$ cat src/rtl/uart_pkg.sv
// Shared UART definitions: receiver/transmitter state encoding, oversampling
// factor, default word width and the bit-timer reload helper.
package uart_pkg;

    typedef enum logic [1:0] {
        IDLE  = 2'd0,
        START = 2'd1,
        DATA  = 2'd2,
        STOP  = 2'd3
    } uart_state_t;

    localparam int OVERSAMPLE         = 8;
    localparam int DEFAULT_DATA_WIDTH = 8;
    localparam int CNT_W              = 19;

    // Reload value for a full bit period, or half of one to land mid start bit.
    function automatic logic [CNT_W-1:0] cnt_load(input logic [15:0] p, input logic half_bit);
        logic [CNT_W-1:0] t;
        t = CNT_W'(p) * CNT_W'(OVERSAMPLE);
        if (half_bit) begin
            t = t >> 1;
        end
        return t - CNT_W'(1);
    endfunction

endpackage

$ cat src/rtl/uart_rx_sync.sv
// Two-flop synchronizer for a single asynchronous input.
// RST_VAL sets what both flops hold while reset is asserted.
module uart_rx_sync #(
    parameter logic RST_VAL = 1'b1
) (
    input  logic clk,
    input  logic rst,
    input  logic i_d,
    output logic o_q
);

    logic [1:0] r_sync;

    always_ff @(posedge clk or posedge rst) begin
        if (rst) begin
            r_sync <= {2{RST_VAL}};
        end else begin
            r_sync <= {r_sync[0], i_d};
        end
    end

    assign o_q = r_sync[1];

endmodule

$ cat src/rtl/uart_rx.sv
// UART receiver, 8x oversampled bit timer, LSB-first, one stop bit, AXI-Stream output.
// A word lands one clock after the stop-bit sample; unread words are overwritten (overrun).
module uart_rx
    import uart_pkg::*;
#(
    parameter int DATA_WIDTH = DEFAULT_DATA_WIDTH
) (
    input  logic                  clk,
    input  logic                  rst,
    input  logic                  rxd,
    input  logic [15:0]           prescale,
    output logic [DATA_WIDTH-1:0] m_axis_tdata,
    output logic                  m_axis_tvalid,
    input  logic                  m_axis_tready,
    output logic                  busy,
    output logic                  overrun_error,
    output logic                  frame_error
);

    localparam int BW = $clog2(DATA_WIDTH + 1);

    logic                  w_rxd;
    logic                  w_expire;
    logic                  w_handshake;
    uart_state_t           r_state;
    logic [CNT_W-1:0]      r_cnt;
    logic [15:0]           r_prescale;
    logic [DATA_WIDTH-1:0] r_shift;
    logic [BW-1:0]         r_bit_cnt;
    logic                  r_armed;

    uart_rx_sync #(.RST_VAL(1'b1)) u_sync (
        .clk (clk),
        .rst (rst),
        .i_d (rxd),
        .o_q (w_rxd)
    );

    assign w_expire    = (r_cnt == '0);
    assign w_handshake = m_axis_tvalid && m_axis_tready;

    always_ff @(posedge clk or posedge rst) begin
        if (rst) begin
            r_state       <= IDLE;
            r_cnt         <= '0;
            r_prescale    <= '0;
            r_shift       <= '0;
            r_bit_cnt     <= '0;
            r_armed       <= 1'b0;
            m_axis_tdata  <= '0;
            m_axis_tvalid <= 1'b0;
            busy          <= 1'b0;
            overrun_error <= 1'b0;
            frame_error   <= 1'b0;
        end else begin
            overrun_error <= 1'b0;
            frame_error   <= 1'b0;

            if (w_handshake) begin
                m_axis_tvalid <= 1'b0;
            end

            if (r_state != IDLE && !w_expire) begin
                r_cnt <= r_cnt - CNT_W'(1);
            end

            case (r_state)
                IDLE: begin
                    // A start needs a high-to-low transition seen after reset or a finished frame.
                    if (w_rxd) begin
                        r_armed <= 1'b1;
                    end else if (r_armed && prescale != 16'd0) begin
                        r_prescale <= prescale;
                        r_cnt      <= cnt_load(prescale, 1'b1);
                        r_armed    <= 1'b0;
                        busy       <= 1'b1;
                        r_state    <= START;
                    end
                end
                START: begin
                    if (w_expire) begin
                        if (!w_rxd) begin
                            r_cnt     <= cnt_load(r_prescale, 1'b0);
                            r_bit_cnt <= '0;
                            r_state   <= DATA;
                        end else begin
                            busy    <= 1'b0;
                            r_state <= IDLE;
                        end
                    end
                end
                DATA: begin
                    if (w_expire) begin
                        r_shift <= DATA_WIDTH'({w_rxd, r_shift} >> 1);
                        r_cnt   <= cnt_load(r_prescale, 1'b0);
                        if (r_bit_cnt == BW'(DATA_WIDTH - 1)) begin
                            r_state <= STOP;
                        end else begin
                            r_bit_cnt <= r_bit_cnt + BW'(1);
                        end
                    end
                end
                STOP: begin
                    if (w_expire) begin
                        busy    <= 1'b0;
                        r_state <= IDLE;
                        if (w_rxd) begin
                            // A word consumed in this same cycle makes room, so no overrun.
                            m_axis_tdata  <= r_shift;
                            m_axis_tvalid <= 1'b1;
                            overrun_error <= m_axis_tvalid && !m_axis_tready;
                        end else begin
                            frame_error <= 1'b1;
                        end
                    end
                end
                default: begin
                    r_state <= IDLE;
                end
            endcase
        end
    end

endmodule

$ cat config.mk
export PLATFORM = sky130hd
export DESIGN_NAME = uart_rx
export DESIGN_NICKNAME = d
export VERILOG_FILES = /design/src/rtl/uart_pkg.sv /design/src/rtl/uart_rx_sync.sv /design/src/rtl/uart_rx.sv
export SDC_FILE = /design/constraint.sdc
export NUM_CORES = 1
export LEC_CHECK = 0
export BUFFER_PORTS_ARGS = -buffer_cell sky130_fd_sc_hd__buf_2
export CAP_MARGIN = 10
export CORE_MARGIN = 1.5
export CORE_UTILIZATION = 50
export DETAILED_ROUTE_END_ITERATION = 12
export GPL_TIMING_DRIVEN = 0
export PLACE_DENSITY = 0.65
export RECOVER_POWER = 100
export SLEW_MARGIN = 20
export SYNTH_ARGS = -nofsm -noshare
export SYNTH_HDL_FRONTEND = slang
export SYNTH_HIERARCHICAL = 1
export SYNTH_SLANG_ARGS = --single-unit
$ cat constraint.sdc
create_clock -name clk -period 7.4 [get_ports clk]
set_clock_uncertainty 0.1 [all_clocks]
set_input_delay 1.48 -clock clk [delete_from_list [all_inputs] [get_ports clk]]
set_output_delay 1.48 -clock clk [all_outputs]
set_load 0.03 [all_outputs]
==> results of run 1 <==
-- through the flow --
step	cells	area (sq um)	power, W
floorplan	393	3640	0.000438
global placement	519	3910	0.000461
detailed placement	520	3940	0.000466
CTS	536	4130	0.000761
global route	536	4060	0.000788
finish	536	4060	0.000755
-- cell usage in the layout (no fill, tap or decap), types with 11 or more instances in the layout --
master | Yosys | routed
mux2_2 | 18 | 18
nand2_1 | 68 | 68
nor4_1 | 11 | 12
o21ai_0 | 19 | 19
xnor2_1 | 21 | 21
nor3_1 | 19 | 19
buf_2 | 6 | 17
nor2_1 | 25 | 25
clkbuf_1 | 8 | 30
a21oi_1 | 11 | 11
o221ai_1 | 11 | 11
nand3_1 | 12 | 12
dfrtp_1 | 62 | 62
-- area by class of cell --
type,count,area share
multi-input combinational,305,0.472
sequential,64,0.395
timing repair buffer,31,0.0333
clock buffer,10,0.0315
tap,96,0.0296
clock inverter,6,0.0151
buffer,15,0.0145
inverter,9,0.00863
-- state kept, by name (all words and copies together) (netlist names), named ones only --
name / cells
frame_error: 1
r_shift: 8
u_sync/r_sync: 2
r_prescale: 16
overrun_error: 1
m_axis_tdata: 8
r_bit_cnt: 4
r_state: 1
m_axis_tvalid: 1
r_armed: 1
busy: 1
r_cnt: 19
-- cell families after synthesis --
logic type / Yosys count
xor+xnor: 30
buf+inv: 24
simple gates: 183
mux: 19
compound gates: 67
flops: 64
fa+ha+maj: 6
-- worst min-delay path by stage --
stage | from | endpoint | slack (ns) | cells past startpoint
floorplan | u_sync/r_sync[0]$_DFF_PP1_ | u_sync/r_sync[1]$_DFF_PP1_ | 0.25 | 0
global placement | u_sync/r_sync[0]$_DFF_PP1_ | u_sync/r_sync[1]$_DFF_PP1_ | 0.25 | 0
detailed placement | u_sync/r_sync[0]$_DFF_PP1_ | u_sync/r_sync[1]$_DFF_PP1_ | 0.26 | 0
CTS | u_sync/r_sync[0]$_DFF_PP1_ | u_sync/r_sync[1]$_DFF_PP1_ | 0.28 | 0
global route | u_sync/r_sync[0]$_DFF_PP1_ | u_sync/r_sync[1]$_DFF_PP1_ | 0.27 | 0
finish | u_sync/r_sync[0]$_DFF_PP1_ | u_sync/r_sync[1]$_DFF_PP1_ | 0.27 | 0
-- power groups by stage --
stage	registers, W	clock network, W	logic [W]
after floorplan	0.000390	0	0.0000488
after global placement	0.000394	0	0.0000672
after detailed placement	0.000395	0	0.0000711
after CTS	0.000388	0.000301	0.0000718
after global routing	0.000392	0.000317	0.0000792
final	0.000390	0.000295	0.0000701
-- layer usage --
| metal | track usage | share of wire | vias to the layer above | wire length [um] |
|---|---|---|---|---|
| met5 | 0 | 0 | - | 0 |
| met1 | 0.351 | 0.49 | 1458 | 4190 |
| met2 | 0.382 | 0.46 | 64 | 3900 |
| met4 | 0.112 | 0.020 | 0 | 168 |
| li1 | - | - | 1503 | - |
| met3 | 0.0345 | 0.035 | 14 | 297 |
==> Flow_metrics.wiki, run 1 <==
{| class="wikitable"
! Metric !! Value
|-
| Tightest Pin Transition || 2.49 ns
|-
| Multiplexer area fraction after synthesis || 0.0585
|-
| Clock tree from TritonCTS || built
|-
| Ys flop type || dfrtp_1
|-
| Tmin final || 4.05 ns
|-
| Number of routed nets with antenna violations || 0
|-
| Worst hold slack || 0.272 ns
|-
| Highest net fanout along the worst path || 10
|-
| Max transition margin || -0.657
|-
| Reg-to-reg slack, setup || 4.07 ns
|-
| Arrival time of data at the critical path endpoint || 4.23 ns
|-
| Clock root buffer || clkbuf_8
|-
| Worst-case reg-to-reg path depth || 7
|-
| Grt total ovfl || 0
|-
| Fin crit share || 0.547
|-
| Launching instance or port of the critical path || prescale[5]
|-
| HP Class || reg -> reg
|-
| Number of enable flip-flop cells after synthesis || 0
|-
| Cell-by-cell trace of the critical path || clkbuf_1 > nor4_1 > nand4_1 > nand3_1 > clkbuf_1 > clkbuf_1 > nand2_1 > nand2_1
|-
| Nets@finish || 461
|-
| Yosys reg bits || 64
|-
| Clock latency reported for the late side of the worst-skew pair || 0.35 ns
|-
| Number of sinks driven by the clock tree || 64
|-
| Yosys top cell by area || dfrtp_1
|-
| Endpoint required time on the critical path || 7.58 ns
|-
| Via count || 3,039
|-
| Power density over the cells || 186 nW/um^2
|-
| Post-synthesis share of cell area spent on and, or, nand and nor gates || 0.256
|-
| Fraction of final layout cells with drive strength greater than 1 || 0.132
|-
| Most repeated cell in the gate-level netlist after synthesis || nand2_1
|-
| Share of total power in combinational logic || 0.093
|-
| Top cells by area in the synthesized netlist || dfrtp_1 43%, nand2_1 7.0%, mux2_2 5.6%
|-
| Clock share of power || 0.391
|-
| XOR/XNOR Fraction of Synth Area || 0.0722
|-
| Critical path's top delay family || simple AND/OR/NAND/NOR gates
|-
| I/O pin total || 32
|-
| Worst R2R End || r_shift[1]$_DFFE_PP0P_
|-
| Yosys synthesis warning count || 6
|-
| Switching part of the total power || 0.269
|-
| Count of final setup violators || 0
|-
| Inserted Clock Buffers || 9
|-
| Crit path to || r_prescale[8]$_DFFE_PP0P_
|-
| Register clock-pin slew on the reported worst setup and hold paths || 0.07 ns
|-
| Leakage power of the design || 1.64 nW
|-
| Cell types with the highest counts after synthesis || 68 x nand2_1, 62 x dfrtp_1, 25 x nor2_1, 21 x xnor2_1
|-
| First-pass GRT wire length || 14,800 um
|-
| Max IR drop VDD || 114 uV
|-
| Number of rows created at floorplan || 30
|-
| Violated checks || max-capacitance violations, max-slew violations
|-
| Global-route usage over all layers || 0.249
|-
| Synth unique cells || 51
|-
| Post-DP HPWL || 6310 um
|-
| Final Hold Fails || 0
|-
| Die extent in y || 88.3 um
|-
| Slew Viols, Final || 49
|-
| Filler cell count in the final layout || 670
|-
| Post-synthesis share of cell area spent on full adders, half adders and majority gates || 0.0206
|-
| Number of H-tree levels || 3
|-
| Category of the most critical setup path || in -> reg
|-
| Synthesized area per cell || 9.26 sq um
|-
| Achievable Freq || 0.247 GHz
|-
| Critical path capture point type || flop
|-
| Cell area after synthesis || 3640 sq um
|-
| Number of buffers inserted by port buffering || 30
|-
| Total of hold buffers inserted after clock tree synthesis || 0
|-
| DRC errors left || 0
|-
| Outcome || finished, violations left
|-
| Floorplan Core Area || 6910 sq um
|-
| Util after Layout || 0.588
|-
| Starting density of the core || 0.527
|-
| Layout overhead on the synthesized area || 11.5%
|-
| Total Die Area || 7800 sq um
|-
| Crit path top cell by count || clkbuf_1
|-
| Floorplan die width || 88.3 um
|-
| Worst slack at placement || 3.20 ns
|-
| Setup WS post-layout || 3.35 ns
|-
| Post-CTS setup buffer count || 0
|-
| Startpoint type of the worst setup path || input port
|-
| Number of max-cap violations || 1
|-
| Number of antenna violations at the first check in global routing || 0
|-
| Worst reg2reg startpoint || r_cnt[0]$_DFF_PP0_
|-
| Proportion of synthesized flip-flops having asynchronous set or reset || 1.00
|-
| Area used by sequential logic in the layout || 1600 sq um
|-
| Sequential power share || 0.516
|-
| Vias in the first global route || 3,022
|-
| Internal portion of total power || 0.000552 W
|-
| Critical path depth in cells || 8
|-
| Net Switching || 0.000203 W
|-
| Total iterations of the first detailed-routing run || 4
|-
| RD Place Congestion || 0.844
|-
| Iter 0 DRT Violations || 92
|-
| Final WL || 8550 um
|-
| Maximum number of pins on one net before global-route repair || 49
|-
| Post-cts sizing count || 0
|-
| Gate Count Post-Synth || 393
|-
| Total area of multi-input combinational cells || 1920 sq um
|-
| Setup repair after global routing missed its margin || no
|-
| Routed wire length per instance || 16.0 um
|-
| Top cell type's share of synthesized area || 0.426
|-
| Crit path max-delay cell type || nor4_1
|-
| Clk buf depth || 2
|-
| CP max stage delay || 0.77 ns
|-
| Compound-gate portion of the synthesized area || 0.125
|-
| Number of antenna repair diodes || 0
|-
| Dominant combinational cell family by area after synthesis || simple AND/OR/NAND/NOR gates
|-
| Sum of negative setup slack || 0 ns
|-
| Post-synthesis net count || 419
|-
| Vias per cell || 5.67
|-
| Sequential element share of the synthesized area || 0.441
|-
| Sum of buffers and inverters on the critical path || 3
|}
No activity file was read; power rests on OpenSTA's default activity.
==> inputs of run 2 (changes only) <==
==> constraint.sdc (replaced) <==
create_clock -name clk -period 3.8 [get_ports clk]
set_clock_uncertainty 0.1 [all_clocks]
set_input_delay 0.76 -clock clk [delete_from_list [all_inputs] [get_ports clk]]
set_output_delay 0.76 -clock clk [all_outputs]
set_load 0.03 [all_outputs]
==> run 2 against run 1 <==
Against the previous run:
- the run now ends clean
- worst hold slack about the same
- global-route usage unchanged
- die area unchanged
- sequential share of layout area is 0.25 points lower
- utilization increased by 0.38 points
- sequential power increased by 95%
- register-to-register slack lost 3.6 ns
- clock power grew 95%
- worst setup slack got worse by 2.9 ns
- largest cell class unchanged
- largest power group unchanged
- highest routed layer unchanged
==> Flow_metrics.wiki, run 2 (synthesis gave the netlist of run 1 again) <==
{| class="wikitable"
! Metric !! Value
|-
| DRC errors left || 0
|-
| Grt total ovfl || 0
|-
| Number of rows created at floorplan || 30
|-
| Post-route cell area || 4080 sq um
|-
| Number of stages on the worst hold path || 0
|-
| HP Class || reg -> reg
|-
| Number of buffers inserted by port buffering || 30
|-
| Setup repair after global routing missed its margin || no
|-
| Final Hold Fails || 0
|-
| Register clock-pin slew on the reported worst setup and hold paths || 0.07 ns
|-
| Number of antenna repair diodes || 0
|-
| Arrival time of data at the critical path endpoint || 3.44 ns
|-
| Endpoint required time on the critical path || 3.93 ns
|-
| Share of total power in combinational logic || 0.095
|-
| Fraction of final layout cells with drive strength greater than 1 || 0.139
|-
| Net Switching || 0.000396 W
|-
| Post-DP HPWL || 6310 um
|-
| Worst reg2reg startpoint || r_cnt[0]$_DFF_PP0_
|-
| Clock tree from TritonCTS || built
|-
| Vias per cell || 5.64
|-
| Max IR drop VDD || 222 uV
|-
| Fin crit share || 0.870
|-
| Tmin final || 3.30 ns
|-
| Highest net fanout along the worst path || 9
|-
| Inserted Clock Buffers || 9
|-
| Startpoint type of the worst setup path || flop
|-
| Number of max-cap violations || 0
|-
| Power density over the cells || 361 nW/um^2
|-
| Number of H-tree levels || 3
|-
| Via count || 3,025
|-
| Registers with the most flip-flops || r_cnt: 19 flops, r_prescale: 16 flops
|-
| Total of hold buffers inserted after clock tree synthesis || 0
|-
| Post-CTS setup buffer count || 0
|-
| First-pass GRT wire length || 14,800 um
|-
| Total Die Area || 7800 sq um
|-
| Clk buf depth || 2
|-
| Clock latency reported for the late side of the worst-skew pair || 0.35 ns
|-
| Hold EP || u_sync/r_sync[1]$_DFF_PP1_
|-
| Max transition margin || 0.180
|-
| Clock share of power || 0.390
|-
| Internal portion of total power || 0.00108 W
|-
| Total iterations of the first detailed-routing run || 4
|-
| Floorplan die width || 88.3 um
|-
| Sum of negative setup slack || 0 ns
|-
| Iter 0 DRT Violations || 95
|-
| Reg-to-reg slack, setup || 0.50 ns
|-
| Number of antenna violations at the first check in global routing || 0
|-
| Global-route usage over all layers || 0.249
|-
| Vias in the first global route || 3,022
|-
| Achievable Freq || 0.303 GHz
|-
| Category of the most critical setup path || reg -> reg
|-
| Post-cts sizing count || 0
|-
| RD Place Congestion || 0.844
|-
| Starting density of the core || 0.527
|-
| Worst hold start || u_sync/r_sync[0]$_DFF_PP1_
|-
| Cell Count Post-Placement || 520
|-
| Worst-case reg-to-reg path depth || 7
|-
| Die extent in y || 88.3 um
|-
| Slew Viols, Final || 0
|-
| Most common cell after layout, fill and taps aside || nand2_1
|-
| Outcome || completed
|-
| Count of final setup violators || 0
|-
| I/O pin total || 32
|-
| Routed wire length per instance || 15.9 um
|-
| Tightest Pin Transition || 1.22 ns
|-
| Final std cells w/o fill || 536
|-
| Number of sinks driven by the clock tree || 64
|-
| Sequential power share || 0.515
|-
| Dpl cell area || 3940 sq um
|-
| Worst hold slack || 0.272 ns
|-
| Maximum number of pins on one net before global-route repair || 49
|-
| Switching part of the total power || 0.269
|-
| Layout overhead on the synthesized area || 12.2%
|-
| Number of flip-flops in the largest register || 19
|-
| Clock root buffer || clkbuf_8
|-
| Final WL || 8540 um
|-
| Largest reg by FF count || r_cnt
|-
| Nets@finish || 461
|-
| Worst R2R End || r_shift[1]$_DFFE_PP0P_
|-
| Critical path capture point type || flop
|-
| Number of routed nets with antenna violations || 0
|-
| Leakage power of the design || 1.65 nW
|-
| Top library cells by usage in the layout, fill and taps aside || 68 x nand2_1, 62 x dfrtp_1, 27 x clkbuf_1
|-
| Floorplan Core Area || 6910 sq um
|}
## run 2: changes by cell type in the layout (fill, tap and decap cells not counted)
| cell | before | now |
|---|---|---|
| buf_16 | 0 | 1 |
| buf_2 | 17 | 19 |
| clkbuf_1 | 30 | 27 |
## run 2: power groups by stage
stage                     Combinational (W)  Sequential [W]  Clock, W
after CTS                          0.000140        0.000756  0.000587
after global routing               0.000158        0.000763  0.000618
after detailed placement           0.000138        0.000769         0
after global placement             0.000131        0.000767         0
after floorplan                   0.0000951        0.000759         0
final                              0.000140        0.000759  0.000575
## run 2: worst max-delay path by stage
| stage | slack [ns] | cells past startpoint | from | to |
|---|---|---|---|---|
| floorplan | 1.25 | 7 | prescale[5] | r_prescale[10]$_DFFE_PP0P_ |
| global route | 0.19 | 8 | r_cnt[0]$_DFF_PP0_ | m_axis_tdata[6]$_DFFE_PP0P_ |
| finish | 0.50 | 7 | r_cnt[0]$_DFF_PP0_ | r_shift[1]$_DFFE_PP0P_ |
| detailed placement | 0.32 | 8 | prescale[2] | r_prescale[8]$_DFFE_PP0P_ |
| global placement | 0.39 | 8 | prescale[2] | r_prescale[4]$_DFFE_PP0P_ |
| CTS | 0.67 | 8 | prescale[2] | r_prescale[8]$_DFFE_PP0P_ |
## run 2: per-layer routing
metal,global-route usage,wire [um]
met1,0.351,4150
met2,0.382,3920
met5,0,0
met3,0.0345,338
met4,0.112,123
## run 2: metrics by stage
stage          worst slack, ns  power (W)  utilization
2_1_floorplan             1.25   0.000854            -
3_3_place_gp             0.394   0.000898        0.566
3_5_place_dp             0.320   0.000908        0.570
4_1_cts                  0.668    0.00148        0.598
5_1_grt                  0.186    0.00154        0.591
6_report                 0.495    0.00147        0.591
## run 2: critical path, cell delays in order, from the launching register on
cell and delay (ns):
dfrtp_1 0.38, inv_1 0.12, ha_1 0.21, or4b_1 0.47, or4_1 0.40, buf_2 0.17, nor3_1 0.93, mux2_2 0.42
## run 2: final cells by class
| cell class | instances | area, sq um |
|---|---|---|
| plain buffers | 15 | 60.1 |
| well taps | 96 | 120 |
| fillers | 665 | 2820 |
| repair buffers | 31 | 160 |
| flip-flops and latches | 64 | 1600 |
| clock inverters | 6 | 61.3 |
| clock buffers | 10 | 128 |
| inverters | 9 | 35.0 |
| multi-input cells | 305 | 1920 |
